===== config.mk =====
export PLATFORM = sky130hd
export DESIGN_NAME = crono_bcd_vga_flat
export DESIGN_NICKNAME = d
export VERILOG_FILES = /design/src/rtl/crono_bcd_vga_pkg.sv /design/src/rtl/crono_bcd_vga_if.sv /design/src/rtl/crono_bcd_vga_bcd_down_cnt.sv /design/src/rtl/crono_bcd_vga.sv /design/src/flat_wrapper.sv
export SDC_FILE = /design/constraint.sdc
export NUM_CORES = 1
export LEC_CHECK = 0
export ABC_AREA = 1
export CORE_UTILIZATION = 44
export DETAILED_ROUTE_END_ITERATION = 8
export GPL_TIMING_DRIVEN = 0
export MAX_ROUTING_LAYER = met4
export PLACE_DENSITY_LB_ADDON = 0.05
export RECOVER_POWER = 25
export SYNTH_ARGS = -nofsm -noshare
export SYNTH_HDL_FRONTEND = slang
export SYNTH_SLANG_ARGS = --single-unit

===== constraint.sdc =====
create_clock -name clk -period 4.1 [get_ports clk]
set_input_delay 0.41 -clock clk [delete_from_list [all_inputs] [get_ports clk]]
set_output_delay 0.41 -clock clk [all_outputs]
set_load 0.005 [all_outputs]

===== src/rtl/crono_bcd_vga_pkg.sv =====
// Shared definitions for the crono_bcd_vga countdown timer: state encoding,
// BCD constants and the preset sanitiser used by every count field.
package crono_bcd_vga_pkg;

  typedef enum logic [1:0] {
    IDLE  = 2'd0,
    RUN   = 2'd1,
    PAUSE = 2'd2,
    DONE  = 2'd3
  } crono_state_e;

  localparam int         NUM_FIELDS   = 3;  // [0]=seconds [1]=minutes [2]=hours
  localparam logic [7:0] BCD_59       = 8'h59;
  localparam logic [7:0] BCD_ZERO     = 8'h00;
  localparam logic [7:0] HORA_MAX_DEF = 8'h23;

  typedef logic [NUM_FIELDS-1:0][7:0] crono_time_t;

  // Illegal digits collapse to 59 first, then the field bound is applied.
  function automatic logic [7:0] bcd_sanitize(input logic [7:0] v, input logic [7:0] max);
    logic [7:0] s;
    s = (v[7:4] > 4'd5 || v[3:0] > 4'd9) ? BCD_59 : v;
    return (s > max) ? max : s;
  endfunction

endpackage


===== src/rtl/crono_bcd_vga_if.sv =====
// Control/preset inputs and BCD display outputs of the countdown timer.
interface crono_bcd_vga_if;
  logic       tick;
  logic       start;
  logic       stop;
  logic       load;
  logic [7:0] pre_seg;
  logic [7:0] pre_min;
  logic [7:0] pre_hora;
  logic [7:0] dseg;
  logic [7:0] dmin;
  logic [7:0] dhora;
  logic       EN;
  logic       running;
  logic       fin;

  modport master (
    output tick, start, stop, load, pre_seg, pre_min, pre_hora,
    input  dseg, dmin, dhora, EN, running, fin
  );

  modport slave (
    input  tick, start, stop, load, pre_seg, pre_min, pre_hora,
    output dseg, dmin, dhora, EN, running, fin
  );
endinterface


===== src/rtl/crono_bcd_vga_bcd_down_cnt.sv =====
// Two-digit packed-BCD down-counter with sanitising load; wraps 00 -> MAX and
// flags the wrap on borrow_out so the next field up can decrement.
module bcd_down_cnt
  import crono_bcd_vga_pkg::*;
#(
  parameter logic [7:0] MAX = BCD_59
) (
  input  logic       clk,
  input  logic       reset,
  input  logic       load,
  input  logic       dec,
  input  logic [7:0] load_val,
  output logic [7:0] val,
  output logic       borrow_out
);
  logic [7:0] val_q, val_d;

  always_comb begin
    val_d = val_q;
    if (load)
      val_d = bcd_sanitize(load_val, MAX);
    else if (dec) begin
      if (val_q == BCD_ZERO)       val_d = MAX;
      else if (val_q[3:0] == 4'd0) val_d = {val_q[7:4] - 4'd1, 4'd9};
      else                         val_d = {val_q[7:4], val_q[3:0] - 4'd1};
    end
  end

  always_ff @(posedge clk or negedge reset)
    if (!reset) val_q <= BCD_ZERO;
    else        val_q <= val_d;

  assign val        = val_q;
  assign borrow_out = dec & ~load & (val_q == BCD_ZERO);
endmodule


===== src/rtl/crono_bcd_vga.sv =====
// Countdown chronometer core: HH:MM:SS in packed BCD, one decrement per tick.
// Build option CRONO_AUTORELOAD_EN: reload last preset on expiry, fin pulses.
module crono_bcd_vga
  import crono_bcd_vga_pkg::*;
#(
  parameter logic [7:0] HORA_MAX  = HORA_MAX_DEF,
  parameter int         TICK_SYNC = 1
) (
  input logic            clk,
  input logic            reset,
  crono_bcd_vga_if.slave bus
);
`ifdef CRONO_AUTORELOAD_EN
  localparam bit AUTO_RLD = 1'b1;
`else
  localparam bit AUTO_RLD = 1'b0;
`endif

  crono_state_e state_q, state_d;
  logic         en_q, run_q, fin_q, fin_d;
  logic         tick_p, go, ld, rld, dec;
  logic         cnt_zero, cnt_one;
  logic         brw_s, brw_m, unused_hr_borrow;
  crono_time_t  pre, cnt, ld_val;

  assign pre = {bus.pre_hora, bus.pre_min, bus.pre_seg};

  generate
    if (TICK_SYNC != 0) begin : g_tsync
      assign tick_p = bus.tick;
    end else begin : g_tedge
      logic tick_q;
      always_ff @(posedge clk or negedge reset)
        if (!reset) tick_q <= 1'b0;
        else        tick_q <= bus.tick;
      assign tick_p = bus.tick & ~tick_q;
    end
  endgenerate

`ifdef CRONO_AUTORELOAD_EN
  crono_time_t shadow_q;
  always_ff @(posedge clk or negedge reset)
    if (!reset)  shadow_q <= '0;
    else if (ld) shadow_q <= pre;
  assign ld_val = rld ? shadow_q : pre;
`else
  assign ld_val = pre;
`endif

  bcd_down_cnt #(.MAX(BCD_59)) u_seg (
    .clk, .reset, .load(ld | rld), .dec(dec), .load_val(ld_val[0]),
    .val(cnt[0]), .borrow_out(brw_s)
  );
  bcd_down_cnt #(.MAX(BCD_59)) u_min (
    .clk, .reset, .load(ld | rld), .dec(brw_s), .load_val(ld_val[1]),
    .val(cnt[1]), .borrow_out(brw_m)
  );
  bcd_down_cnt #(.MAX(HORA_MAX)) u_hora (
    .clk, .reset, .load(ld | rld), .dec(brw_m), .load_val(ld_val[2]),
    .val(cnt[2]), .borrow_out(unused_hr_borrow)
  );

  assign cnt_zero = (cnt == crono_time_t'(24'h000000));
  assign cnt_one  = (cnt == crono_time_t'(24'h000001));
  assign go       = bus.start & ~bus.stop;

  always_comb begin
    state_d = state_q;
    ld      = 1'b0;
    rld     = 1'b0;
    dec     = 1'b0;
    fin_d   = 1'b0;
    unique case (state_q)
      IDLE, PAUSE: begin
        if (bus.load) begin
          ld      = 1'b1;
          state_d = IDLE;
        end else if (go) begin
          state_d = cnt_zero ? DONE : RUN;
          fin_d   = cnt_zero;
        end
      end
      RUN: begin
        // With auto-reload, zero is only ever seen here for the one cycle after expiry.
        if (AUTO_RLD && cnt_zero) rld = 1'b1;
        else if (tick_p) begin
          dec = 1'b1;
          if (cnt_one) begin
            if (AUTO_RLD) fin_d   = 1'b1;
            else          state_d = DONE;
          end
        end
        if (bus.stop && state_d == RUN) state_d = PAUSE;
      end
      DONE: begin
        if (bus.load) begin
          ld      = 1'b1;
          state_d = IDLE;
        end
      end
      default: ;
    endcase
    if (!AUTO_RLD) fin_d = (state_d == DONE);
  end

  always_ff @(posedge clk or negedge reset)
    if (!reset) begin
      state_q <= IDLE;
      en_q    <= 1'b0;
      run_q   <= 1'b0;
      fin_q   <= 1'b0;
    end else begin
      state_q <= state_d;
      en_q    <= ld | rld | dec;
      run_q   <= (state_d == RUN);
      fin_q   <= fin_d;
    end

  assign bus.dseg    = cnt[0];
  assign bus.dmin    = cnt[1];
  assign bus.dhora   = cnt[2];
  assign bus.EN      = en_q;
  assign bus.running = run_q;
  assign bus.fin     = fin_q;
endmodule


===== src/flat_wrapper.sv =====
// flat-port wrapper written by rule: the top's interface ports become plain ports
module crono_bcd_vga_flat import crono_bcd_vga_pkg::*;
#(
  parameter logic [7:0] HORA_MAX  = HORA_MAX_DEF,
  parameter int         TICK_SYNC = 1
)
  (clk, reset, bus_tick, bus_start, bus_stop, bus_load, bus_pre_seg, bus_pre_min, bus_pre_hora, bus_dseg, bus_dmin, bus_dhora, bus_EN, bus_running, bus_fin);
  crono_bcd_vga_if bus_i ();
  input logic clk;
  input logic reset;
  input wire logic [$bits(bus_i.tick)-1:0] bus_tick;
  input wire logic [$bits(bus_i.start)-1:0] bus_start;
  input wire logic [$bits(bus_i.stop)-1:0] bus_stop;
  input wire logic [$bits(bus_i.load)-1:0] bus_load;
  input wire logic [$bits(bus_i.pre_seg)-1:0] bus_pre_seg;
  input wire logic [$bits(bus_i.pre_min)-1:0] bus_pre_min;
  input wire logic [$bits(bus_i.pre_hora)-1:0] bus_pre_hora;
  output wire logic [$bits(bus_i.dseg)-1:0] bus_dseg;
  output wire logic [$bits(bus_i.dmin)-1:0] bus_dmin;
  output wire logic [$bits(bus_i.dhora)-1:0] bus_dhora;
  output wire logic [$bits(bus_i.EN)-1:0] bus_EN;
  output wire logic [$bits(bus_i.running)-1:0] bus_running;
  output wire logic [$bits(bus_i.fin)-1:0] bus_fin;
  assign bus_i.tick = bus_tick;
  assign bus_i.start = bus_start;
  assign bus_i.stop = bus_stop;
  assign bus_i.load = bus_load;
  assign bus_i.pre_seg = bus_pre_seg;
  assign bus_i.pre_min = bus_pre_min;
  assign bus_i.pre_hora = bus_pre_hora;
  assign bus_dseg = bus_i.dseg;
  assign bus_dmin = bus_i.dmin;
  assign bus_dhora = bus_i.dhora;
  assign bus_EN = bus_i.EN;
  assign bus_running = bus_i.running;
  assign bus_fin = bus_i.fin;
  crono_bcd_vga #(.HORA_MAX(HORA_MAX), .TICK_SYNC(TICK_SYNC)) u_core (.clk(clk), .reset(reset), .bus(bus_i));
endmodule

== Word-level counts from Yosys, hierarchy flattened ==
Index checks and enable logic that the tools add are counted.
Word-level totals
  flip-flop bits (word level): 29
  output and inout port bits: 27
  logic and storage cells: 94
Operators by class
  equal/unequal tests: 7
  bitwise gates (word level): 8
  add/sub/neg operators: 6
  reduce and logical (&&, ||, !) cells: 23
  order comparisons: 9
  muxes and demuxes: 31
Operators by type and width (number)
  2-to-1 mux 8 bit: 18
  equality test 24 x 1 -> 1 bit, second input constant: 1
  zero test 24 bit: 1
  zero test 8 bit: 3
  subtractor 4 x 1 -> 4 bit, second input constant: 6
  greater-than comparator 8 x 7 -> 1 bit, second input constant: 2
  2-to-1 mux 2 bit: 8
  greater-than comparator 4 x 3 -> 1 bit, second input constant: 3
  greater-than comparator 4 bit, second input constant: 3
  zero test 4 bit: 3
  nonzero test 3 bit: 3
  greater-than comparator 8 x 6 -> 1 bit, second input constant: 1
  equality test 2 x 1 -> 1 bit, second input constant: 3
  equality test 2 bit, second input constant: 3
  case mux 2 bit (3 select lines): 1
  AND reduction 2 bit: 3
  nonzero test 2 bit: 3
  bitwise AND 1 bit: 5
  2-to-1 mux 1 bit: 4
  logical OR 1 bit: 3
  OR reduction 3 bit: 1
  zero test 2 bit: 1
  NOT 1 bit: 2
  OR reduction 2 bit: 1
  2 further kinds: 2

== Depth between registers and ports, before layout ==
  depth after elaboration: 10
  depth in mapped cells: 11
  gate-level depth less buffers: 11

== Modules after synthesis ==
From an unflattened synthesis, not the netlist that was laid out.
Second synthesis, totals
  cell total of the unflattened synthesis: 344
  area, all modules: 2288.4 um^2
By module, submodules not included
  bcd_down_cnt (u_core.u_min ...): area each 614.3 um^2, instances 2, cells an instance 90
  bcd_down_cnt (u_core.u_hora): area each 661.9 um^2, instances 1, cells an instance 96
  crono_bcd_vga: area each 397.9 um^2, instances 1, cells an instance 68

== Worst setup path after synthesis ==
No wires, ideal clock.
  path type: reg2reg
  start: register u_core.u_min.val_q[0], in the netlist u_core.u_min.val[0]
  end: register u_core.u_hora.val_q[7], in the netlist u_core.u_hora.val[7]
  arrival time: 1.380 ns
  library setup time: 0.118 ns
  path buffers: 0
  stages on the path, launching flop included: 12
  setup slack: 2.602 ns
  cells stage by stage: dfrtp_1 inv_1 ha_1 nand2_1 nor2_1 inv_1 nand2_1 nand2_4 nor2_8 inv_2 nand2_1 nand2_1
On the way
  longest elaborated chain between the ends: 4
RTL lines
  start, declared: RTL line crono_bcd_vga_bcd_down_cnt.sv:16  | logic [7:0] val_q, val_d;
  start signal, assigned: RTL line crono_bcd_vga_bcd_down_cnt.sv:31  | else val_q <= val_d;
  zero test 8 bit: RTL line crono_bcd_vga_bcd_down_cnt.sv:34  | assign borrow_out = dec & ~load & (val_q == BCD_ZERO);
  bitwise AND 1 bit: RTL line crono_bcd_vga_bcd_down_cnt.sv:34
  nonzero test 2 bit (no source line)
  AND reduction 2 bit (no source line)
  end signal, assigned: RTL line crono_bcd_vga_bcd_down_cnt.sv:31
  end, declared: RTL line crono_bcd_vga_bcd_down_cnt.sv:16
No other way between the ends.
A chain may end at the register's enable or synchronous reset.

== Worst setup path in the final report ==
  start: register u_core.u_min.val_q[0], in the netlist u_core.u_min.val[0]
  end: register u_core.u_hora.val_q[6], in the netlist u_core.u_hora.val[6]
The elaborated chain is that of the path after synthesis.

==> metrics.yaml <==
run_status:
  status: "finished with violations"
  violations: "max-capacitance violations, max-slew violations"
cts:
  clock_path_buffers: 2
  cts_max_level: 2
  post_cts_resized: 0
  numCtsBuffers: 5
  postCtsHoldBufs: 0
  cts-root-buf: "clkbuf_8"
  tritoncts: "yes"
  clk_pin_slew_ns: 0.06
  cts_setup_buffers: 0
  clock_sinks: 29
  clk-insertion-delay-late_ns: 0.28
critical_path:
  cp_max_fo: 6
  critPathKind: "reg -> reg"
  critPathLaunchType: "flop"
  critPathCapture: "u_core.u_hora.val[6]"
  r2r_end: "u_core.u_hora.val[6]"
  r2r-start: "u_core.u_min.val[0]"
  ff2ff_path_depth: 11
  cp_data_required_time_ns: 4.27
  crit_family: "simple AND/OR/NAND/NOR gates"
  setup.worst_path.start: "u_core.u_min.val[0]"
  arrival_ns: 1.94
  cp_common_cell: "nand2_1"
  worst_path_max_delay_cell: "dfrtp_1"
  crit_buf_inv: 3
  cp_slowest_stage_delay_ns: 0.39
  cp.depth: 11
  reg2reg_slack_ns: 2.33
  path_cells: "inv_1, ha_1, nand2_1, nor2_1, inv_1, nand2_1, nand2_4, nor2_8, inv_2, nand2_1, nand2_1"
  critPathCaptureType: "flop"
power:
  ir_drop_v: 0.0002962
  powerDensity_nw_per_um2: 625.3
  p_leak_uw: 0.001316
  power_uw: 1720
timing:
  slew_headroom_pct: -5.430
  layout_worst_path_cycle_share_pct: 43.22
  rsz0062_at_grt: "false"
  hold-worst-slack_ns: 0.5122
  worst_pin_slew_ns: 1.581
  max_freq_mhz: 564.3
  final_max_slew_viol_count: 30
  skew_ns: 0.006422
  setup_viol: 0
  finalHoldViolCount: 0
  finalCriticalPeriod_ns: 1.772
  tns_ns: 0
layout:
  antenna_cells: 0
  nets: 389
  multiInputGateArea_sq_um: 1132
  final_util_pct: 62.30
  area_growth_pct: 34.52
  fillers: 421
  regArea_sq_um: 725.7
  drive_gt1_share_pct: 8.857
routing:
  totalWireLength_mm: 4.751
  drc_errors: 0
  dr_total_vias: 2012
  vias_per_cell: 5.005
  drt_first_pass_iters: 4
  antenna_left: 0
  drt_iter0_drc: 121
  wire_per_inst_microns: 11.82
floorplanning:
  dieWidth_microns: 70.17
  ioPinCount: 57
  fp-row-count: 24
  core-area_sq_um: 4414
  dieArea_sq_um: 4923
  start_util_pct: 46.32
  die_h_microns: 70.17
placement:
  hpwl_mm: 3.725
  finalWeightedCongestion: 0.8302
  io_buffers: 56
grt:
  antenna_found_initial: 0
  grt_usage_pct: 21.86
  grt_overflow: 0
  grt_max_degree: 30
  first_global_vias: 1883
  grt_pass1_wl_mm: 8.217
worst_hold_path:
  min_path_type: "in -> async"
yosys:
  yosysWarnings: 0
  synth_edf_count: 0
  syn-num-nets: 326
  syn-instance-count: 287
  syn_area_sq_um: 2044
  synth_ff_type: "dfrtp_1"
  ys_seq_area_share_pct: 35.50
  ys_ff_latch: 29
  synth-async-reset-ratio_pct: 100.0
  syn_avg_cell_area_sq_um: 7.124
  synth.distinct_cells: 34
flow_run:
  drv_cap: 1
## cells in the mapped netlist (2+ instances only)
master	instances	area [sq um]
o22ai_1	2	12.51
ha_1	9	112.6
nand2_4	2	22.52
nand4_1	3	18.77
a21oi_1	8	40.04
inv_2	7	26.28
nor2_1	37	138.9
xnor2_1	2	17.52
nand3_1	20	100.1
o211ai_1	2	15.01
or2_2	2	12.51
nand2_2	4	25.02
nand2_1	64	240.2
a21boi_0	2	15.01
nor3_1	5	25.02
dfrtp_1	29	725.7
inv_1	36	135.1
o21ai_0	33	165.2
xor2_1	5	43.79
## through the flow
step,setup WS (ns),area (sq um),std cells
after floorplan,2.602,2044,287
after global placement,2.061,2670,395
after detailed placement,2.056,2670,395
after CTS,2.320,2756,402
after global routing,2.087,2750,402
final,2.328,2750,402
## cells by family (layout without fill, tap and decap cells)
family | after synthesis | after routing | synth area share [%]
fa+ha+maj | 9 | 9 | 5.508
xor+xnor | 7 | 7 | 2.999
simple gates | 143 | 143 | 32.56
compound gates | 53 | 53 | 14.32
flops | 29 | 29 | 35.50
buf+inv | 46 | 109 | 9.119
## how the worst min path moves through the flow
stage | startpoint | endpoint | depth (start not counted)
final | reset | u_core.u_min.val[0] | 1
after global routing | u_core.u_hora.val[4] | u_core.u_hora.val[4] | 2
after CTS | u_core.u_hora.val[0] | u_core.u_hora.val[0] | 2
after detailed placement | u_core.u_hora.val[0] | u_core.u_hora.val[0] | 2
after global placement | u_core.u_hora.val[4] | u_core.u_hora.val[4] | 2
after floorplan | reset | u_core.bus.EN | 0
## power by group
| group | total (uW) | leakage (uW) | switching (uW) | internal [uW] |
|---|---|---|---|---|
| registers | 518 | 0.000364 | 112 | 405 |
| logic | 962 | 0.000908 | 498 | 463 |
| clock network | 240 | 0.0000443 | 107 | 133 |
## final cells by class
cell class	instances	share of cell area, %
Buffer	2	0.6824
Tap cell	52	2.366
Sequential cell	29	26.39
Timing Repair Buffer	56	20.15
Multi-Input combinational cell	212	41.17
Clock buffer	7	3.139
Inverter	44	6.096
## cell usage in the layout (no fill, tap or decap), types with 3 or more instances in the layout
cell type	n
ha_1	9
a21oi_1	8
nand3_1	20
xor2_1	5
nand2_1	64
dfrtp_1	29
clkbuf_8	6
inv_1	36
nor2_1	37
nand4_1	3
clkdlybuf4s50_1	55
nand2_2	4
nor3_1	5
inv_2	7
o21ai_0	33
## registers in the layout, indices dropped and copies added, names as in the netlist
| register | flops |
|---|---|
| u_core.u_hora.val | 8 |
| u_core.u_min.val | 8 |
| u_core.u_seg.val | 8 |
| u_core.state_q | 2 |
| u_core.bus.EN | 1 |
| u_core.bus.fin | 1 |
| u_core.bus.running | 1 |
## layer usage
metal	wire, microns	share of wire (%)	up-vias	GRT usage (%)
met5	0	0	-	-
met3	204	4.3	5	5.051
met4	58	1.2	0	7.333
met1	2221	47	905	27.51
li1	-	-	1052	-
met2	2266	48	50	34.72
No activity file was read; power rests on OpenSTA's default activity.
